--- config.mk ---
export PLATFORM = sky130hd
export DESIGN_NAME = led_pwm_flat
export DESIGN_NICKNAME = d
export VERILOG_FILES = /design/src/rtl/led_pwm_pkg.sv /design/src/rtl/led_pwm_if.sv /design/src/rtl/led_pwm_timebase.sv /design/src/rtl/led_pwm.sv /design/src/flat_wrapper.sv
export SDC_FILE = /design/constraint.sdc
export NUM_CORES = 1
export LEC_CHECK = 0
export ABC_AREA = 1
export CAP_MARGIN = 0
export CORE_MARGIN = 1
export CORE_UTILIZATION = 61
export DETAILED_ROUTE_END_ITERATION = 10
export GPL_TIMING_DRIVEN = 0
export PLACE_DENSITY = 0.94
export SLEW_MARGIN = 0
export SYNTH_ARGS = -nofsm -noshare
export SYNTH_HDL_FRONTEND = slang
export SYNTH_SLANG_ARGS = --single-unit
--- constraint.sdc ---
create_clock -name clk_i -period 3.9 [get_ports clk_i]
set_clock_uncertainty 0.2 [all_clocks]
set_input_delay 0.78 -clock clk_i [delete_from_list [all_inputs] [get_ports clk_i]]
set_output_delay 0.78 -clock clk_i [all_outputs]
set_load 0.05 [all_outputs]
--- src/rtl/led_pwm_pkg.sv ---
// Shared constants for the LED output stage: config register selects,
// reset values of the active settings and the common config-ID width.
package led_pkg;

  // Config register select values
  localparam logic CFG_SEL_DUTY  = 1'b0;
  localparam logic CFG_SEL_BLINK = 1'b1;

  // Reset fill bits: duty resets to all-ones (full on), mask to zero (no blink)
  localparam logic DUTY_RST_BIT = 1'b1;
  localparam logic MASK_RST_BIT = 1'b0;

  // Config-ID width shared with the other ALPACACORN register blocks
  localparam int ALPACACORN_ID_W = 8;

  function automatic int max_w(input int a, input int b);
    return (a > b) ? a : b;
  endfunction

endpackage

--- src/rtl/led_pwm_if.sv ---
// Configuration write port: valid/ready handshake with a register select.
interface led_pwm_cfg_if #(
  parameter int DATA_W = 8
) ();
  logic              cfg_valid_i;
  logic              cfg_ready_o;
  logic              cfg_sel_i;
  logic [DATA_W-1:0] cfg_data_i;

  modport master (output cfg_valid_i, output cfg_sel_i, output cfg_data_i, input cfg_ready_o);
  modport slave  (input cfg_valid_i, input cfg_sel_i, input cfg_data_i, output cfg_ready_o);
endinterface

--- src/rtl/led_pwm_timebase.sv ---
// PWM period counter plus the blink half-phase counter that advances once
// per PWM period.
module led_pwm_timebase #(
  parameter int PWM_BITS      = 8,
  parameter int BLINK_PERIODS = 65536
) (
  input  logic                clk_i,
  input  logic                rst_ni,
  output logic [PWM_BITS-1:0] cnt,
  output logic                boundary,
  output logic                phase
);

  localparam int BC_W = (BLINK_PERIODS > 1) ? $clog2(BLINK_PERIODS) : 1;
  localparam logic [BC_W-1:0] BC_LAST = BC_W'(BLINK_PERIODS - 1);

  logic [BC_W-1:0] blink_cnt;

  // Last cycle of the PWM period; every period-aligned update happens on its edge
  assign boundary = (cnt == '1);

  // Free-running PWM counter; blink counter steps on each boundary and flips phase at wrap
  always_ff @(posedge clk_i) begin
    if (!rst_ni) begin
      cnt       <= '0;
      blink_cnt <= '0;
      phase     <= 1'b1;
    end else begin
      cnt <= cnt + 1'b1;
      if (boundary) begin
        if (blink_cnt == BC_LAST) begin
          blink_cnt <= '0;
          phase     <= ~phase;
        end else begin
          blink_cnt <= blink_cnt + 1'b1;
        end
      end
    end
  end

endmodule

--- src/rtl/led_pwm.sv ---
// LED pad driver: global brightness PWM and per-LED blink mask applied to
// the pattern from the led block. Settings and pattern only change at PWM
// period boundaries so the pads never glitch mid-period.
module led_pwm #(
  parameter int WIDTH         = 7,
  parameter int PWM_BITS      = 8,
  parameter int BLINK_PERIODS = 65536
) (
  input  logic             clk_i,
  input  logic             rst_ni,
  input  logic [WIDTH-1:0] led_i,
  led_pwm_cfg_if.slave     cfg,
  output logic [WIDTH-1:0] led_o,
  output logic             pwm_sync_o
);
  import led_pkg::*;

  localparam int CFG_W = max_w(PWM_BITS, WIDTH);

  logic [PWM_BITS-1:0] cnt;
  logic                boundary;
  logic                phase;

  logic                stage_pend;
  logic                stage_sel;
  logic [CFG_W-1:0]    stage_data;
  logic                accept;

  logic [PWM_BITS-1:0] duty_q;
  logic [WIDTH-1:0]    mask_q;
  logic [WIDTH-1:0]    pat_q;
  logic                pwm_on;
  logic [WIDTH-1:0]    on;

  led_pwm_timebase #(
    .PWM_BITS      (PWM_BITS),
    .BLINK_PERIODS (BLINK_PERIODS)
  ) u_timebase (
    .clk_i    (clk_i),
    .rst_ni   (rst_ni),
    .cnt      (cnt),
    .boundary (boundary),
    .phase    (phase)
  );

  // Ready is forced high while in reset so the port reads idle immediately
  assign cfg.cfg_ready_o = ~stage_pend | ~rst_ni;
  assign accept          = cfg.cfg_valid_i & cfg.cfg_ready_o;

  // Single staging slot: filled on accept, drained on the next boundary edge.
  // A write accepted in a boundary cycle is not yet pending on that edge, so
  // it naturally waits one more period.
  always_ff @(posedge clk_i) begin
    if (!rst_ni) begin
      stage_pend <= 1'b0;
      stage_sel  <= CFG_SEL_DUTY;
      stage_data <= '0;
    end else if (stage_pend) begin
      if (boundary) stage_pend <= 1'b0;
    end else if (accept) begin
      stage_pend <= 1'b1;
      stage_sel  <= cfg.cfg_sel_i;
      stage_data <= cfg.cfg_data_i;
    end
  end

  // Active settings and pattern switch over together on the boundary edge
  always_ff @(posedge clk_i) begin
    if (!rst_ni) begin
      duty_q <= {PWM_BITS{DUTY_RST_BIT}};
      mask_q <= {WIDTH{MASK_RST_BIT}};
      pat_q  <= '0;
    end else if (boundary) begin
      pat_q <= led_i;
      if (stage_pend) begin
        if (stage_sel == CFG_SEL_BLINK) mask_q <= stage_data[WIDTH-1:0];
        else                            duty_q <= stage_data[PWM_BITS-1:0];
      end
    end
  end

  // All-ones duty means constantly on, otherwise lit for the first duty_q counts
  assign pwm_on = (duty_q == '1) || (cnt < duty_q);
  assign on     = pat_q & {WIDTH{pwm_on}} & (~mask_q | {WIDTH{phase}});

  // Registered pad drive; sync marks the output cycle carrying cnt == 0
  always_ff @(posedge clk_i) begin
    if (!rst_ni) begin
      led_o      <= '0;
      pwm_sync_o <= 1'b0;
    end else begin
      led_o      <= on;
      pwm_sync_o <= (cnt == '0);
    end
  end

endmodule
--- src/flat_wrapper.sv ---
// flat-port wrapper written by rule: the top's interface ports become plain ports
module led_pwm_flat import led_pkg::*;
#(
  parameter int WIDTH         = 7,
  parameter int PWM_BITS      = 8,
  parameter int BLINK_PERIODS = 65536
)
  (clk_i, rst_ni, led_i, led_o, pwm_sync_o, cfg_cfg_valid_i, cfg_cfg_sel_i, cfg_cfg_data_i, cfg_cfg_ready_o);
  led_pwm_cfg_if cfg_i ();
  input  logic clk_i;
  input  logic rst_ni;
  input  logic [WIDTH-1:0] led_i;
  output logic [WIDTH-1:0] led_o;
  output logic pwm_sync_o;
  input wire logic [$bits(cfg_i.cfg_valid_i)-1:0] cfg_cfg_valid_i;
  input wire logic [$bits(cfg_i.cfg_sel_i)-1:0] cfg_cfg_sel_i;
  input wire logic [$bits(cfg_i.cfg_data_i)-1:0] cfg_cfg_data_i;
  output wire logic [$bits(cfg_i.cfg_ready_o)-1:0] cfg_cfg_ready_o;
  assign cfg_i.cfg_valid_i = cfg_cfg_valid_i;
  assign cfg_i.cfg_sel_i = cfg_cfg_sel_i;
  assign cfg_i.cfg_data_i = cfg_cfg_data_i;
  assign cfg_cfg_ready_o = cfg_i.cfg_ready_o;
  led_pwm #(.WIDTH(WIDTH), .PWM_BITS(PWM_BITS), .BLINK_PERIODS(BLINK_PERIODS)) u_core (.clk_i(clk_i), .rst_ni(rst_ni), .led_i(led_i), .cfg(cfg_i), .led_o(led_o), .pwm_sync_o(pwm_sync_o));
endmodule
# --- Word level (Yosys, flattened, before mapping) ---
# Cells that the tools add are included.
word_totals:
  wordCells: 37
  ff_bits: 65
op_classes:
  eq_ne: 3
  n_reduce_logical: 6
  n_lt_le_gt_ge: 1
  muxes: 4
  bitwise: 10
  add_sub_neg: 2
ops:
  columns: ["cell", "count"]
  rows:
  - ["adder 16 x 1 -> 16 bit, second input constant", 1]
  - ["== test 16 bit, second input constant", 1]
  - ["== test 8 bit, second input constant", 2]
  - ["two-way mux 16 bit", 1]
  - ["bitwise AND 7 bit", 2]
  - ["adder 8 x 1 -> 8 bit, second input constant", 1]
  - ["logical NOT 8 bit", 1]
  - ["< comparator 8 bit", 1]
  - ["NOT 7 bit", 1]
  - ["bitwise OR 7 bit", 1]
  - ["AND reduction 3 bit", 2]
  - ["NOT 1 bit", 4]
  - ["AND reduction 2 bit", 2]
  - ["two-way mux 1 bit", 3]
  - ["bitwise AND 1 bit", 1]
  - ["logical OR 1 bit", 1]
  - ["bitwise OR 1 bit", 1]

# --- Longest topological paths before layout ---
logic_depth:
  word_depth: 5
  depth_mapped: 10

# --- Hierarchy ---
# From an unflattened synthesis, not the netlist that was laid out.
hier_totals:
  hier_cells: 366
  hier_area_um2: 2827.7
modules_own_cells:
  columns: ["module", "instances", "area_each_um2", "cells_each"]
  rows:
  - ["led_pwm", 1, 1629.1, 198]
  - ["led_pwm_timebase", 1, 1198.6, 168]

# --- Least setup slack after synthesis ---
# Ideal clock, no wire load.
synth_timing:
  kind: "input port to output port"
  from: "input port rst_ni"
  to: "output port cfg_cfg_ready_o"
  path_buffers: 2
  slack_ns: 1.407
  stages: 3
  arrival_time_ns: 1.513
  cell_sequence: "buf_2 > buf_2 > nand2_1"
synth_via:
  elab_chain_cells: 2
synth_rtl:
  columns: ["item", "line_no", "rtl"]
  rows:
  - ["from (decl)", "flat_wrapper.sv:11", "input logic rst_ni;"]
  - ["NOT 1 bit", "led_pwm.sv:47", "assign cfg.cfg_ready_o = ~stage_pend | ~rst_ni;"]
  - ["bitwise OR 1 bit", "led_pwm.sv:47", null]
  - ["to (decl)", "flat_wrapper.sv:18", "output wire logic [$bits(cfg_i.cfg_ready_o)-1:0] cfg_cfg_ready_o;"]
# Every way passes these cells.

# --- Final worst setup path ---
# Ends and elaborated chain as after synthesis.

==> impl_metrics.tcl <==
set metrics [dict create \
    insertion_delay_ns 0.34 \
    clockRootBuffer "clkbuf_8" \
    grt_pass1_wl_mm 11.4 \
    fmax_mhz 272 \
    power_density_mw_per_mm2 379 \
    setup_violations 0 \
    pre_cts_ws_ns 0.265 \
    num_vias 2684 \
    drive_above_1_share_pct 9.43 \
    status "finished with violations" \
    hold_class "reg2reg" \
    syn_nets 410 \
    timing.setup.tns_ns 0 \
    synthMuxAreaShare_pct 0 \
    core_area_sq_mm 0.00447 \
    cp_slowest_stage_delay_ns 0.70 \
    ys_warn_count 0 \
    num_rows 24 \
    cp-start-kind "primary input" \
    synth_top_family_by_area "simple AND/OR/NAND/NOR gates" \
    synth_top_area_share_pct 44.7 \
    cp_max_fo 10 \
    worst_path_dominant_cell_family "buffers and inverters" \
    cp_data_required_time_ns 2.92 \
    worstSetupPathType "in2out" \
    ant_nets 0 \
    slew_violations 0 \
    cts_max_path_buffers 2 \
    diodes 0 \
    wl_mm 6.64 \
    htreeDepth 3 \
    path_buf_inv 4 \
    numCtsBuffers 9 \
    drv_cap 0 \
    hold_viol_final 0 \
    min_period_ns 3.67 \
    viasPerCell 5.64 \
    portBuffers 27 \
    max_slew.worst_pin.slew_ns 0.527 \
    gr-total-overflow 0 \
    yosysTopAreaCell "dfxtp_1" \
    r2r_start "u_core.u_timebase.cnt[1]" \
    globalplace.congestion 0.862 \
    layout_setup_ws_ns 0.230 \
    synth_compound_gate_area_share_pct 15.7 \
    die_h_um 71.1 \
    synthAdderAreaFrac_pct 4.30 \
    dieArea_sq_mm 0.00505 \
    yosys.cell_count.top_type "dfxtp_1" \
    yosysSeqAreaShare_pct 44.7 \
    post-route-period-util_pct 94.1 \
    worstPathArrival_ns 2.69 \
    ctsResizeCount 0 \
    rsz0062_at_grt "false" \
    yosys.area_share.simple_pct 24.5 \
    cp-end-kind "output pin" \
    hold_buffers 0 \
    yosys.area_share.xor_xnor_pct 1.81 \
    synth_edf_count 0 \
    ys_types 35 \
    critPathSlowestCell "clkdlybuf4s50_1" \
    yosys-top-cells-count "dfxtp_1 (65), nor2_1 (62), nand2_1 (59)" \
    yosys_most_used_dff "dfxtp_1" \
    violations "design-rule violations" \
    drc 6 \
    grt_max_degree 12 \
    min-delay-start "u_core.duty_q[7]" \
    drtIter0Drc 213 \
    synthCells 381 \
    clk_pin_slew_worst_paths_ns 0.07 \
    finalNetCount 448 \
    post_cts_buffers 0 \
    dpl.hpwl_mm 4.63 \
    syn_to_final_growth_pct 18.1 \
    path_cells "clkdlybuf4s50_1, buf_2, buf_2, nand2_1, clkdlybuf4s50_1" \
    die_w_um 71.1 \
    io_pins 28 \
    yosys-top-cells-area "dfxtp_1 (45%), nor2_1 (8.0%), nand2_1 (7.6%), inv_1 (6.3%), a21oi_1 (4.8%)" \
    vdd_drop_max_uv 258 \
    p_leak_nw 1.52 \
    max-slew-margin-rel_pct 64.8 \
    synth-seq-cells 65 \
    start_util_pct 65.0 \
    synthArstFlopShare_pct 0 \
    grt_pass1_vias 2558 \
    drt-pass1-iter-count 8 \
    antenna_found_initial 0 \
    synth_area_sq_mm 0.00291 \
    wl_per_cell_um 13.9 \
    cts_tree "built" \
    crit_start "rst_ni" \
    syn-mean-instance-area_sq_um 7.64 \
    clkSinkCount 65 \
    grt.total_usage_pct 28.9 \
]
per-layer routing:
metal	share of wire, %	track usage, %	routed length [um]	vias up
li1	-	-	-	1316
met1	44	34.2	2950	1252
met2	47	49.3	3150	99
met3	5.7	5.41	379	17
met4	2.4	16.7	156	0
met5	0	0	0	-
where the power goes:
group | switching (W) | leakage, nW | total, W | internal [W]
logic | 0.0000455 | 0.905 | 0.0000777 | 0.0000323
registers | 0.00000904 | 0.527 | 0.000685 | 0.000676
clock network | 0.000256 | 0.0919 | 0.000540 | 0.000284
total | 0.000311 | 1.52 | 0.00130 | 0.000992
sequential cells by signal, summed over array words and instances (netlist names):
register and flops:
u_core.stage_sel 1, u_core.pat_q 7, u_core.pwm_sync_o 1, u_core.u_timebase.blink_cnt 16
u_core.duty_q 8, u_core.u_timebase.cnt 8, u_core.mask_q 7, u_core.u_timebase.phase 1
u_core.stage_pend 1, u_core.stage_data 8, u_core.led_o 7
kinds of logic (layout without fill, tap and decap cells):
kind of cell	Yosys count	in the layout
and+or+nand+nor	161	161
AOI/OAI and AO/OA	75	75
DFF	65	65
buffers and inverters	64	107
adders and majority gates	10	10
xor gates and xnor gates	6	6
layout make-up:
cell class / instances / area (sq um)
inverter: 53 / 204
buffer: 11 / 56.3
sequential: 65 / 1300
clock buffer: 13 / 169
multi-input combinational: 252 / 1350
clock inverter: 3 / 23.8
fill: 305 / 1040
timing repair buffer: 27 / 270
tap: 52 / 65.1
cells in the final DEF, fill, tap and decap left out, types with 2 or more instances in the layout:
cell             count
dfxtp_1             65
clkinv_4             2
nand3_1             17
ha_1                10
a21oi_1             28
nor2_2               3
clkinvlp_4           2
nor3_1               5
o21bai_1             2
clkbuf_1             6
clkbuf_8            12
clkdlybuf4s50_1     27
nor2_1              62
xor2_1               4
o21ai_0             28
o211ai_2             7
inv_1               49
xnor2_1              2
inv_2                3
nand2_1             59
buf_2                3
o211ai_1             7
nand4_1              6
tightest hold or removal path, stage by stage (launching register included):
cell and delay (ns):
dfxtp_1 0.33, nand2_1 0.05, nand3_1 0.05
final timing paths:
path / depth (start not counted) / slack, ns / endpoint
setup / recovery: 5 / 0.23 / cfg_cfg_ready_o
hold / removal: 2 / 0.26 / u_core.duty_q[7]
setup reg to reg: 8 / 1.96 / u_core.mask_q[0]
hold reg to reg: 2 / 0.26 / u_core.duty_q[7]
per-stage QoR:
step           hold slack [ns]  total power, W  instance area (sq um)  instances  util, %
2_1_floorplan            0.229        0.000741                   2910        381        -
3_3_place_gp             0.245        0.000773                   3250        460     72.5
3_5_place_dp             0.245        0.000776                   3250        460     72.5
4_1_cts                  0.262         0.00130                   3440        476     76.8
5_1_grt                  0.291         0.00134                   3440        476     76.8
6_report                 0.261         0.00130                   3440        476     76.8
No activity file was read; power rests on OpenSTA's default activity.
